`config.mk`:
```
export PLATFORM = sky130hd
export DESIGN_NAME = mux_sel_rr_arbiter
export DESIGN_NICKNAME = d
export VERILOG_FILES = /design/src/rtl/mux_sel_rr_arbiter.sv
export SDC_FILE = /design/constraint.sdc
export NUM_CORES = 1
export LEC_CHECK = 0
export ABC_AREA = 1
export ABC_CLOCK_PERIOD_IN_PS = 5600
export BUFFER_PORTS_ARGS = -buffer_cell sky130_fd_sc_hd__buf_2
export CORE_ASPECT_RATIO = 0.6
export CORE_MARGIN = 3
export CORE_UTILIZATION = 36
export CTS_CLUSTER_DIAMETER = 80
export DETAILED_ROUTE_END_ITERATION = 7
export GPL_TIMING_DRIVEN = 0
export PLACE_DENSITY = 0.62
export REMOVE_ABC_BUFFERS = 1
export SLEW_MARGIN = 20
export SYNTH_ARGS = -nofsm -noshare
export SYNTH_HDL_FRONTEND = slang
export SYNTH_SLANG_ARGS = --single-unit
export TNS_END_PERCENT = 1
```
`constraint.sdc`:
```
create_clock -name clk -period 5.6 [get_ports clk]
set_input_delay 0.56 -clock clk [delete_from_list [all_inputs] [get_ports clk]]
set_output_delay 0.56 -clock clk [all_outputs]
set_load 0.01 [all_outputs]
```
`src/rtl/mux_sel_rr_arbiter.sv`:
```
// Round-robin owner of the 32:1 mux select; a grant is held until done, request drop or hold limit.
// Define MUX_ARB_TIMEOUT_EN to enable the MAX_HOLD grant limit and the timeout pulse.
module mux_sel_rr_arbiter #(
  parameter int N_REQ    = 32,
  parameter int SEL_W    = 5,
  parameter int MAX_HOLD = 16
) (
  input  logic             clk,
  input  logic             rst,
  input  logic [N_REQ-1:0] req,
  input  logic             done,
  output logic [SEL_W-1:0] sel,
  output logic [N_REQ-1:0] gnt,
  output logic             gnt_valid,
  output logic             timeout
);

  typedef enum logic {IDLE, GRANT} state_t;

  state_t           state, state_next;
  logic [SEL_W-1:0] ptr, ptr_next, sel_next, winner;
  logic [N_REQ-1:0] gnt_next;
  logic             gnt_valid_next, timeout_next;
  logic             any_req, limit_hit, release_now;

  if (MAX_HOLD < 2 || MAX_HOLD > 255 || N_REQ != (1 << SEL_W)) begin : g_bad_cfg
    $error("mux_sel_rr_arbiter: illegal parameter combination");
  end

`ifdef MUX_ARB_TIMEOUT_EN
  logic [7:0] hold_cnt, hold_cnt_next;
  assign limit_hit = (hold_cnt == 8'(MAX_HOLD - 1));
`else
  assign limit_hit = 1'b0;
`endif

  // Scanning downward lets the nearest request at or after ptr overwrite the others.
  always_comb begin
    winner  = ptr;
    any_req = 1'b0;
    for (int k = N_REQ - 1; k >= 0; k--) begin
      if (req[ptr + SEL_W'(k)]) begin
        winner  = ptr + SEL_W'(k);
        any_req = 1'b1;
      end
    end
  end

  always_comb begin
    state_next     = state;
    sel_next       = sel;
    gnt_next       = gnt;
    gnt_valid_next = gnt_valid;
    ptr_next       = ptr;
    timeout_next   = 1'b0;
    release_now    = done || !req[sel] || limit_hit;
`ifdef MUX_ARB_TIMEOUT_EN
    hold_cnt_next  = hold_cnt;
`endif
    case (state)
      IDLE: begin
        if (any_req) begin
          state_next     = GRANT;
          sel_next       = winner;
          gnt_next       = N_REQ'(1) << winner;
          gnt_valid_next = 1'b1;
`ifdef MUX_ARB_TIMEOUT_EN
          hold_cnt_next  = 8'd0;
`endif
        end
      end
      GRANT: begin
        // A voluntary release on the limit edge is not reported as a timeout.
        if (release_now) begin
          state_next     = IDLE;
          gnt_next       = '0;
          gnt_valid_next = 1'b0;
          ptr_next       = sel + SEL_W'(1);
          timeout_next   = limit_hit && !done && req[sel];
        end else begin
`ifdef MUX_ARB_TIMEOUT_EN
          hold_cnt_next  = hold_cnt + 8'd1;
`endif
        end
      end
      default: state_next = IDLE;
    endcase
  end

  always_ff @(posedge clk) begin
    if (rst) begin
      state     <= IDLE;
      sel       <= '0;
      gnt       <= '0;
      gnt_valid <= 1'b0;
      ptr       <= '0;
      timeout   <= 1'b0;
`ifdef MUX_ARB_TIMEOUT_EN
      hold_cnt  <= 8'd0;
`endif
    end else begin
      state     <= state_next;
      sel       <= sel_next;
      gnt       <= gnt_next;
      gnt_valid <= gnt_valid_next;
      ptr       <= ptr_next;
      timeout   <= timeout_next;
`ifdef MUX_ARB_TIMEOUT_EN
      hold_cnt  <= hold_cnt_next;
`endif
    end
  end

endmodule

```
==> results of run 1 <==
path summary, 6_finish.rpt:
path,cells after the start,end,startpoint
worst min-delay path,2,gnt[15]$_SDFFE_PP0P_,gnt[15]$_SDFFE_PP0P_
worst max register to register,19,gnt[16]$_SDFFE_PP0P_,ptr[1]$_SDFFE_PP0P_
worst min register to register,2,gnt[15]$_SDFFE_PP0P_,gnt[15]$_SDFFE_PP0P_
worst max-delay path,19,gnt[16]$_SDFFE_PP0P_,ptr[1]$_SDFFE_PP0P_
per-stage QoR:
| stage | TNS, ps | std cells | setup WS (ps) | cell area, um^2 | hold slack [ps] |
|---|---|---|---|---|---|
| 6_report | 0 | 1407 | 117 | 7050 | 464 |
| 5_1_grt | -110 | 1407 | -36.6 | 7050 | 488 |
| 4_1_cts | 0 | 1390 | 53.9 | 6800 | 465 |
| 3_5_place_dp | -43170 | 1381 | -1290 | 6510 | 456 |
| 3_3_place_gp | -99900 | 1380 | -2840 | 6470 | 451 |
| 2_1_floorplan | 0 | 1080 | 372 | 5830 | 455 |
metal layers:
layer / wire [um] / track usage (%) / vias up
li1: - / - / 3871
met1: 13000 / 46.3 / 3844
met2: 9570 / 33.9 / 486
met3: 4280 / 9.24 / 32
met4: 329 / 4.64 / 0
met5: 0 / 0 / -
repair_timing:
item,in CTS,in global routing
setup buffers,0,16
cloned,1,1
setup endpoints to repair,38,37
pin swaps,1,5
hold buffers,0,0
gates resized for setup,15,25
cell type report:
cell class | instances | area share (%)
clock buffer | 5 | 1.77
clock inverter | 3 | 1.28
sequential | 44 | 12.7
multi-input combinational | 929 | 65.7
tap | 228 | 4.04
inverter | 108 | 6.26
timing repair inverter | 1 | 0.106
timing repair buffer | 89 | 8.16
sequential cells by signal, summed over array words and instances (netlist names):
signal and flops:
gnt 32, ptr 5, sel 5, gnt_valid 1
state 1
layout by cell type (no fill, tap or decap), drive strengths merged, types with 2 or more instances in the layout:
master	Yosys	layout
clkinvlp	0	4
nand3	213	213
bufinv	0	3
clkbuf	18	6
buf	29	88
o21a	4	4
nor3	6	6
nand4	22	22
or2	5	5
nor4	2	2
ha	14	14
o221ai	2	2
o21ai	64	64
clkinv	3	2
a21oi	127	127
nor2	59	60
xor2	17	17
o22ai	8	8
nand2	370	370
dfxtp	44	44
xnor2	2	2
a31oi	6	6
inv	105	103
o211ai	2	2
worst max-delay path, cell delays in order (launching register included):
cell and delay (ps):
sky130_fd_sc_hd__dfxtp_4 540, sky130_fd_sc_hd__inv_8 180, sky130_fd_sc_hd__ha_1 270, sky130_fd_sc_hd__inv_1 60, sky130_fd_sc_hd__nand2_1 80, sky130_fd_sc_hd__nand2_4 250
sky130_fd_sc_hd__inv_4 160, sky130_fd_sc_hd__nand3_1 150, sky130_fd_sc_hd__nand3_1 220, sky130_fd_sc_hd__nand2_1 150, sky130_fd_sc_hd__nor2_1 50, sky130_fd_sc_hd__nor2_1 270
sky130_fd_sc_hd__nand3_1 160, sky130_fd_sc_hd__nor4_1 730, sky130_fd_sc_hd__nand4_1 620, sky130_fd_sc_hd__nand2_2 460, sky130_fd_sc_hd__inv_1 280, sky130_fd_sc_hd__nor2_4 460
sky130_fd_sc_hd__nand2_1 110, sky130_fd_sc_hd__a21oi_1 170
kinds of logic after synthesis:
kind of cell,synth area share [%]
adder cells (fa/ha/maj),2.87
XOR/XNOR,3.53
flip-flops,14.5
AND/OR/NAND/NOR,49.2
AO/OA/AOI/OAI,18.9
buffers and inverters,11.0
other,0.0615
==> results.tsv, run 1 <==
metric	value	unit
total count of max-transition violations in the final report	0	
detailed-route wire length	27200	um
storage element area	897	um^2
Starting DRT DRC Count	1289	
data required time of the critical path	5820	ps
Post-synth ARST share	0	%
cell row count	36	
CTS tree	done	
Yosys top cell area share	22.1	%
maximum clock rate	182	MHz
Filler Cell Count	1835	
DIE AREA	0.0186	mm^2
antenna violations before repair	0	
H-Tree Level Count	2	
Avg Inst Size Synth	5.41	um^2
initial core utilization	37.2	%
relative area change from synthesis to final layout	15.8	%
final weighted congestion of routability-driven global placement	1.02	
fraction of layout instances using a drive strength above 1	13.8	%
number of input and output port buffers inserted	72	
top area cells in the synthesized netlist	sky130_fd_sc_hd__nand2_1, sky130_fd_sc_hd__nand3_1, sky130_fd_sc_hd__dfxtp_1	
clock insertion delay at the later pin of the skew report	300	ps
core outline area	0.0164	mm^2
cell at the root of the clock tree	sky130_fd_sc_hd__clkbuf_16	
crit path time final	5480	ps
vias per inst	5.85	
type of the tightest min-delay check	flip-flop to flip-flop	
Max-Slew Margin vs Limit	44.8	%
vias in the first global route	6908	
number of synthesized flops with an enable pin	0	
first-pass GRT wire length	40800	um
leading register cell type out of synthesis	sky130_fd_sc_hd__dfxtp_1	
global-route total usage across every layer	28.2	%
transition at the pin with the smallest max-transition slack	821	ps
Finish-stage setup viols	0	
post-detailed-route wirelength per cell	19.3	um
critical path fanouts, max	33	
reported max-cap violation count	0	
kind of critical path	flip-flop to flip-flop	
largest net degree at the start of global routing	39	
dpl hpwl	20000	um
net count of the finished layout	1227	
distinct cell type count after synthesis	45	
Post-Syn Area	0.00609	mm^2
critical path endpoint category	flip-flop	
number of antenna repair diodes	0	
instance count of the mapped netlist	1127	
Util after Layout	43.0	%
number of synthesized register bits	44	
most numerous cell types in the synthesized netlist	sky130_fd_sc_hd__nand2_1, sky130_fd_sc_hd__nand3_1, sky130_fd_sc_hd__a21oi_1	
number of remaining DRC errors	0	
Tcrit/Tclk final	97.9	%
Hold Violations, Final	0	
Inserted Clock Buffers	5	
status	completed	
number of optimization iterations in the first detailed-route pass	6	
number of top-level design ports	74	
part of the Yosys area used for sequential elements	14.5	%
Die Y-Extent	107	um
Antenna Violating Nets Remaining	0	
CTS clock-pin slew for the worst setup and hold paths	60	ps
maximum clock path buffer count	2	
CTS sink count	44	
Yosys top cell by area	sky130_fd_sc_hd__nand2_1	
CP Launch Type	flip-flop	
Crit path arrival time	5700	ps
Synth warnings	0	
leftover overflow at the end of global routing	0	
cell with the most instances after synthesis	sky130_fd_sc_hd__nand2_1	
Final Skew	5.97	ps
reg-to-reg slack, setup	120	ps
area used by multi-input combinational logic	0.00463	mm^2
vias after detailed routing	8233	
die width	174	um
Power of run 1 is left out: the tool's default activity adds up to more than one toggle a clock period on the data nets, which glitch-free logic cannot reach.
==> inputs of run 2 (changes only) <==
BUFFER_PORTS_ARGS = unset   (was -buffer_cell sky130_fd_sc_hd__buf_2)
DONT_BUFFER_PORTS = 1   (was unset)
PLACE_DENSITY = 0.58   (was 0.62)
==> results.tsv, run 2 (synthesized netlist as in run 1, its figures left out) <==
metric	value	unit
vias per inst	5.95	
Util after Layout	40.6	%
status	completed	
highest-delay cell along the critical path	sky130_fd_sc_hd__nor4_1	
Tcrit/Tclk final	94.1	%
max incr delay on CP	570	ps
total negative slack	0	ps
antenna violations before repair	0	
number of top-level design ports	74	
post-detailed-route wirelength per cell	20.9	um
reported max-cap violation count	0	
crit-path cells	inv_8 -> ha_1 -> inv_1 -> nand2_1 -> nand2_4 -> inv_4 -> nand3_1 -> nand3_1 -> nand3_2 -> nand2_2 -> nor3_1 -> nand2_1 -> nor4_1 -> nand4_1 -> nand2_2 -> inv_1 -> nor2_4 -> nand2_1 -> a21oi_1	
Worst Slack Setup Final	329	ps
cell at the root of the clock tree	sky130_fd_sc_hd__clkbuf_16	
total count of max-transition violations in the final report	0	
global-route total usage across every layer	28.9	%
Hold Violations, Final	0	
kind of critical path	flip-flop to flip-flop	
cell row count	36	
Crit path arrival time	5490	ps
crit path time final	5270	ps
critical path endpoint category	flip-flop	
sum of buffers and inverters on the critical path	4	
Die Y-Extent	107	um
pre-CTS setup slack	-1250	ps
type of the tightest min-delay check	primary input to flip-flop	
number of optimization iterations in the first detailed-route pass	6	
data required time of the critical path	5820	ps
largest registers in the final layout	gnt: 32 flops, ptr: 5 flops, sel: 5 flops	
Finish-stage setup viols	0	
leftover overflow at the end of global routing	0	
most frequent cells in the layout	sky130_fd_sc_hd__nand2_1, sky130_fd_sc_hd__nand3_1, sky130_fd_sc_hd__a21oi_1	
core outline area	0.0164	mm^2
CTS clock-pin slew for the worst setup and hold paths	70	ps
detailed-route wire length	27800	um
number of standard cells in the layout, taps in and fillers out	1332	
vias after detailed routing	7929	
largest net degree at the start of global routing	39	
initial core utilization	37.2	%
maximum clock rate	190	MHz
relative area change from synthesis to final layout	9.18	%
vias in the first global route	6678	
number of cells in the design after placement	1309	
dpl hpwl	20600	um
CTS sink count	44	
CTS tree	done	
die width	174	um
CP top delay family	simple AND/OR/NAND/NOR gates	
Starting DRT DRC Count	1146	
transition at the pin with the smallest max-transition slack	906	ps
number of buffers inserted for hold repair after clock tree synthesis	0	
final weighted congestion of routability-driven global placement	1.01	
number of remaining DRC errors	0	
Max-Slew Margin vs Limit	38.9	%
Inserted Clock Buffers	5	
most common cell after layout, fill and taps aside	sky130_fd_sc_hd__nand2_1	
H-Tree Level Count	2	
register with the most flip-flops	gnt	
fraction of layout instances using a drive strength above 1	8.15	%
CP Launch Type	flip-flop	
Antenna Violating Nets Remaining	0	
number of antenna repair diodes	0	
critical path fanouts, max	33	
number of input and output port buffers inserted	0	
first-pass GRT wire length	41300	um
maximum clock path buffer count	2	
net count of the finished layout	1153	
max reg flops	32	
DIE AREA	0.0186	mm^2
Final Skew	5.67	ps
clock insertion delay at the later pin of the skew report	290	ps
cell with the most instances on the worst path	sky130_fd_sc_hd__nand2_1	
## run 2: cell types whose count changed in the layout (fill, tap and decap cells not counted), sizes merged
cell | before | now
buf | 88 | 16
clkinvlp | 4 | 2
bufinv | 3 | 2
clkbuf | 6 | 5
inv | 103 | 104
## run 2: routing by layer
metal	part of all wire (%)	GRT usage [%]	vias up
met5	0	0	-
met4	1.1	3.84	0
met3	16	10.3	33
met2	35	35.9	508
met1	47	46.4	3667
li1	-	-	3721
## run 2: cell type report
class / instances / area [um^2]
repair buffers: 16 / 180
fillers: 1877 / 9740
clock buffers: 5 / 125
inverters: 108 / 438
multi-input cells: 929 / 4670
flip-flops and latches: 44 / 897
clock inverters: 2 / 60.1
well taps: 228 / 285
## run 2: per-stage QoR
step	cell area [um^2]	hold slack (ps)
2_1_floorplan	5830	455
3_3_place_gp	6110	477
3_5_place_dp	6150	496
4_1_cts	6400	324
5_1_grt	6650	323
6_report	6650	328
## run 2: final timing paths
| kind | slack, ps | depth (start not counted) | startpoint | endpoint |
|---|---|---|---|---|
| setup / recovery | 330 | 19 | ptr[1]$_SDFFE_PP0P_ | gnt[7]$_SDFFE_PP0P_ |
| hold / removal | 330 | 1 | rst | gnt[12]$_SDFFE_PP0P_ |
| setup reg to reg | 330 | 19 | ptr[1]$_SDFFE_PP0P_ | gnt[7]$_SDFFE_PP0P_ |
| hold reg to reg | 500 | 2 | gnt[30]$_SDFFE_PP0P_ | gnt[30]$_SDFFE_PP0P_ |
## run 2: timing repair
action,CTS,global route
pin swaps,1,5
endpoints found under the setup margin,38,38
gates resized for setup,12,29
gates cloned,1,0
buffers inserted,0,15
Power of run 2 is left out for the same reason.
==> inputs of run 3 (changes only) <==
ABC_AREA = unset   (was 1)
ABC_CLOCK_PERIOD_IN_PS = unset   (was 5600)
==> results.tsv, run 3 <==
metric	value	unit
status	completed	
distinct cell type count after synthesis	98	
total count of max-transition violations in the final report	0	
sum of buffers and inverters on the critical path	2	
global-route total usage across every layer	27.5	%
end of the worst register-to-register path	gnt[20]$_SDFFE_PP0P_	
register with the most flip-flops	gnt	
number of synthesized register bits	44	
number of remaining DRC errors	0	
number of standard cells in the layout, taps in and fillers out	1272	
CP Launch Type	flip-flop	
largest family of logic cells by synthesized area	multiplexers	
CP top delay family	compound AO/OA/AOI/OAI gates	
post-detailed-route wirelength per cell	31.4	um
Die Y-Extent	131	um
CTS clock-pin slew for the worst setup and hold paths	60	ps
type of the tightest min-delay check	primary input to flip-flop	
most numerous cell types in the synthesized netlist	sky130_fd_sc_hd__nand2_1, sky130_fd_sc_hd__mux4_2, sky130_fd_sc_hd__mux2i_1	
Hold Violations, Final	0	
Post-synth ARST share	0	%
vias in the first global route	8370	
fraction of layout instances using a drive strength above 1	28.3	%
RSZ-0062 raised after global routing	yes	
critical path fanouts, max	36	
net count of the finished layout	968	
startpoint of the worst register-to-register path	ptr[0]$_SDFFE_PP0P_	
most common cell after layout, fill and taps aside	sky130_fd_sc_hd__nand2_1	
reported max-cap violation count	0	
transition at the pin with the smallest max-transition slack	1090	ps
initial core utilization	36.8	%
clock insertion delay at the later pin of the skew report	280	ps
kind of critical path	flip-flop to flip-flop	
worst setup path endpoint	gnt[20]$_SDFFE_PP0P_	
Starting DRT DRC Count	1384	
number of top-level design ports	74	
Avg Inst Size Synth	9.49	um^2
number of optimization iterations in the first detailed-route pass	7	
crit-path cells	inv_6 -> ha_4 -> buf_6 -> mux4_2 -> mux4_2 -> a211oi_4 -> nand2_1 -> o311a_1 -> o2111ai_1 -> a31oi_1 -> or3_1 -> o41ai_1	
antenna violations before repair	0	
data required time of the critical path	5780	ps
relative area change from synthesis to final layout	7.68	%
part of the Yosys area used for sequential elements	9.40	%
launch point of the critical path	ptr[0]$_SDFFE_PP0P_	
met2 wire len	15100	um
detailed-route wire length	39900	um
H-Tree Level Count	2	
DIE AREA	0.0281	mm^2
largest net degree at the start of global routing	51	
cell depth of the worst setup path	12	
dpl hpwl	29200	um
wire length on met1	17600	um
number of synthesized flops with an enable pin	0	
crit path time final	5450	ps
Detail Route met3 WL	6840	um
multiplexer share of the synthesized area	40.8	%
design area	0.0101	mm^2
CTS sink count	44	
critical path endpoint category	flip-flop	
top area cells in the synthesized netlist	sky130_fd_sc_hd__mux4_2, sky130_fd_sc_hd__dfxtp_1, sky130_fd_sc_hd__mux2i_1	
Inserted Clock Buffers	5	
number of cells in the design after placement	1252	
largest registers in the final layout	gnt: 32 flops, ptr: 5 flops, sel: 5 flops	
top routing layer in use	met4	
Synth warnings	0	
number of antenna repair diodes	0	
post-synthesis simple-gate area fraction	14.8	%
vias after detailed routing	9159	
final weighted congestion of routability-driven global placement	1.04	
maximum clock path buffer count	2	
Max-Slew Margin vs Limit	26.9	%
Post-Synth Adder-Cell Area	1.87	%
cell row count	45	
CTS tree	done	
max reg flops	32	
number of cells traversed by the worst register-to-register path	12	
Yosys top cell area share	27.2	%
Finish-stage setup viols	0	
reg-to-reg slack, setup	150	ps
Post-Syn Area	0.00937	mm^2
parity-gate share of the synthesized area counting xor and xnor cells	4.37	%
highest-delay cell along the critical path	sky130_fd_sc_hd__dfxtp_4	
leftover overflow at the end of global routing	0	
first-pass GRT wire length	58300	um
maximum clock rate	184	MHz
Yosys top cell by area	sky130_fd_sc_hd__mux4_2	
most frequent cells in the layout	sky130_fd_sc_hd__nand2_1, sky130_fd_sc_hd__mux4_2, sky130_fd_sc_hd__mux2i_1	
cell with the most instances after synthesis	sky130_fd_sc_hd__nand2_1	
cell with the most instances on the worst path	sky130_fd_sc_hd__mux4_2	
number of buffers inserted for hold repair after clock tree synthesis	0	
number of input and output port buffers inserted	0	
vias per inst	7.20	
Crit path arrival time	5630	ps
leading register cell type out of synthesis	sky130_fd_sc_hd__dfxtp_1	
max incr delay on CP	570	ps
placed cell areas	0.00948	mm^2
cell at the root of the clock tree	sky130_fd_sc_hd__clkbuf_16	
Antenna Violating Nets Remaining	0	
die width	214	um
Synth Area in Compound Gates	21.9	%
Final Skew	5.17	ps
Tcrit/Tclk final	97.2	%
instance count of the mapped netlist	987	
core outline area	0.0254	mm^2
run 3: cell count changes after synthesis, moves of 71 or more:
cell / delta
sky130_fd_sc_hd__mux2i_1: +85
sky130_fd_sc_hd__a21oi_1: -93
sky130_fd_sc_hd__nand2_1: -243
sky130_fd_sc_hd__nand3_1: -180
sky130_fd_sc_hd__mux4_2: +113
sky130_fd_sc_hd__inv_1: -71
run 3: logic make-up after synthesis:
kind of cell,Yosys count
XOR/XNOR,39
flip-flops,44
AND/OR/NAND/NOR,287
adder cells (fa/ha/maj),14
AO/OA/AOI/OAI,247
other,1
multiplexers,234
buffers and inverters,121
run 3: repair_timing:
| action | 4_1_cts | 5_1_grt |
|---|---|---|
| buffers inserted | 6 | 4 |
| setup endpoints to repair | 39 | 38 |
| pin swaps | 1 | 0 |
| gates resized for setup | 28 | 21 |
| cloned | 2 | 0 |
run 3: worst min-delay path by stage:
stage                                    start  depth (start not counted)              endpoint
after floorplan               state$_SDFF_PP0_                          1      state$_SDFF_PP0_
after global placement    gnt[20]$_SDFFE_PP0P_                          2  gnt[20]$_SDFFE_PP0P_
after detailed placement      state$_SDFF_PP0_                          1      state$_SDFF_PP0_
after CTS                                  rst                          1   ptr[0]$_SDFFE_PP0P_
after global routing                       rst                          1   ptr[2]$_SDFFE_PP0P_
final                                      rst                          1   ptr[0]$_SDFFE_PP0P_
run 3: metrics by stage:
stage,setup slack (ps),setup TNS (ps),hold slack (ps),utilization (%)
3_3_place_gp,-6480,-239600,499,36.4
2_1_floorplan,-2500,-89630,460,-
5_1_grt,-74.4,-263,322,39.7
4_1_cts,8.25,0,323,38.9
6_report,154,0,329,39.7
3_5_place_dp,-1410,-50330,500,37.2
run 3: layout make-up:
cell class / instances / area (um^2)
multi-input cells: 823 / 8190
fillers: 2569 / 15400
inverters: 26 / 110
repair buffers: 18 / 280
repair inverters: 1 / 5.00
well taps: 352 / 440
clock inverters: 2 / 35.0
clock buffers: 6 / 129
flip-flops and latches: 44 / 897
run 3: routing by layer:
| metal | vias to the layer above | global-route usage [%] |
|---|---|---|
| met5 | - | 0 |
| met4 | 0 | 4.10 |
| met3 | 34 | 13.9 |
| met2 | 706 | 34.8 |
| met1 | 4591 | 41.4 |
| li1 | 3828 | - |
Power of run 3 is left out for the same reason.
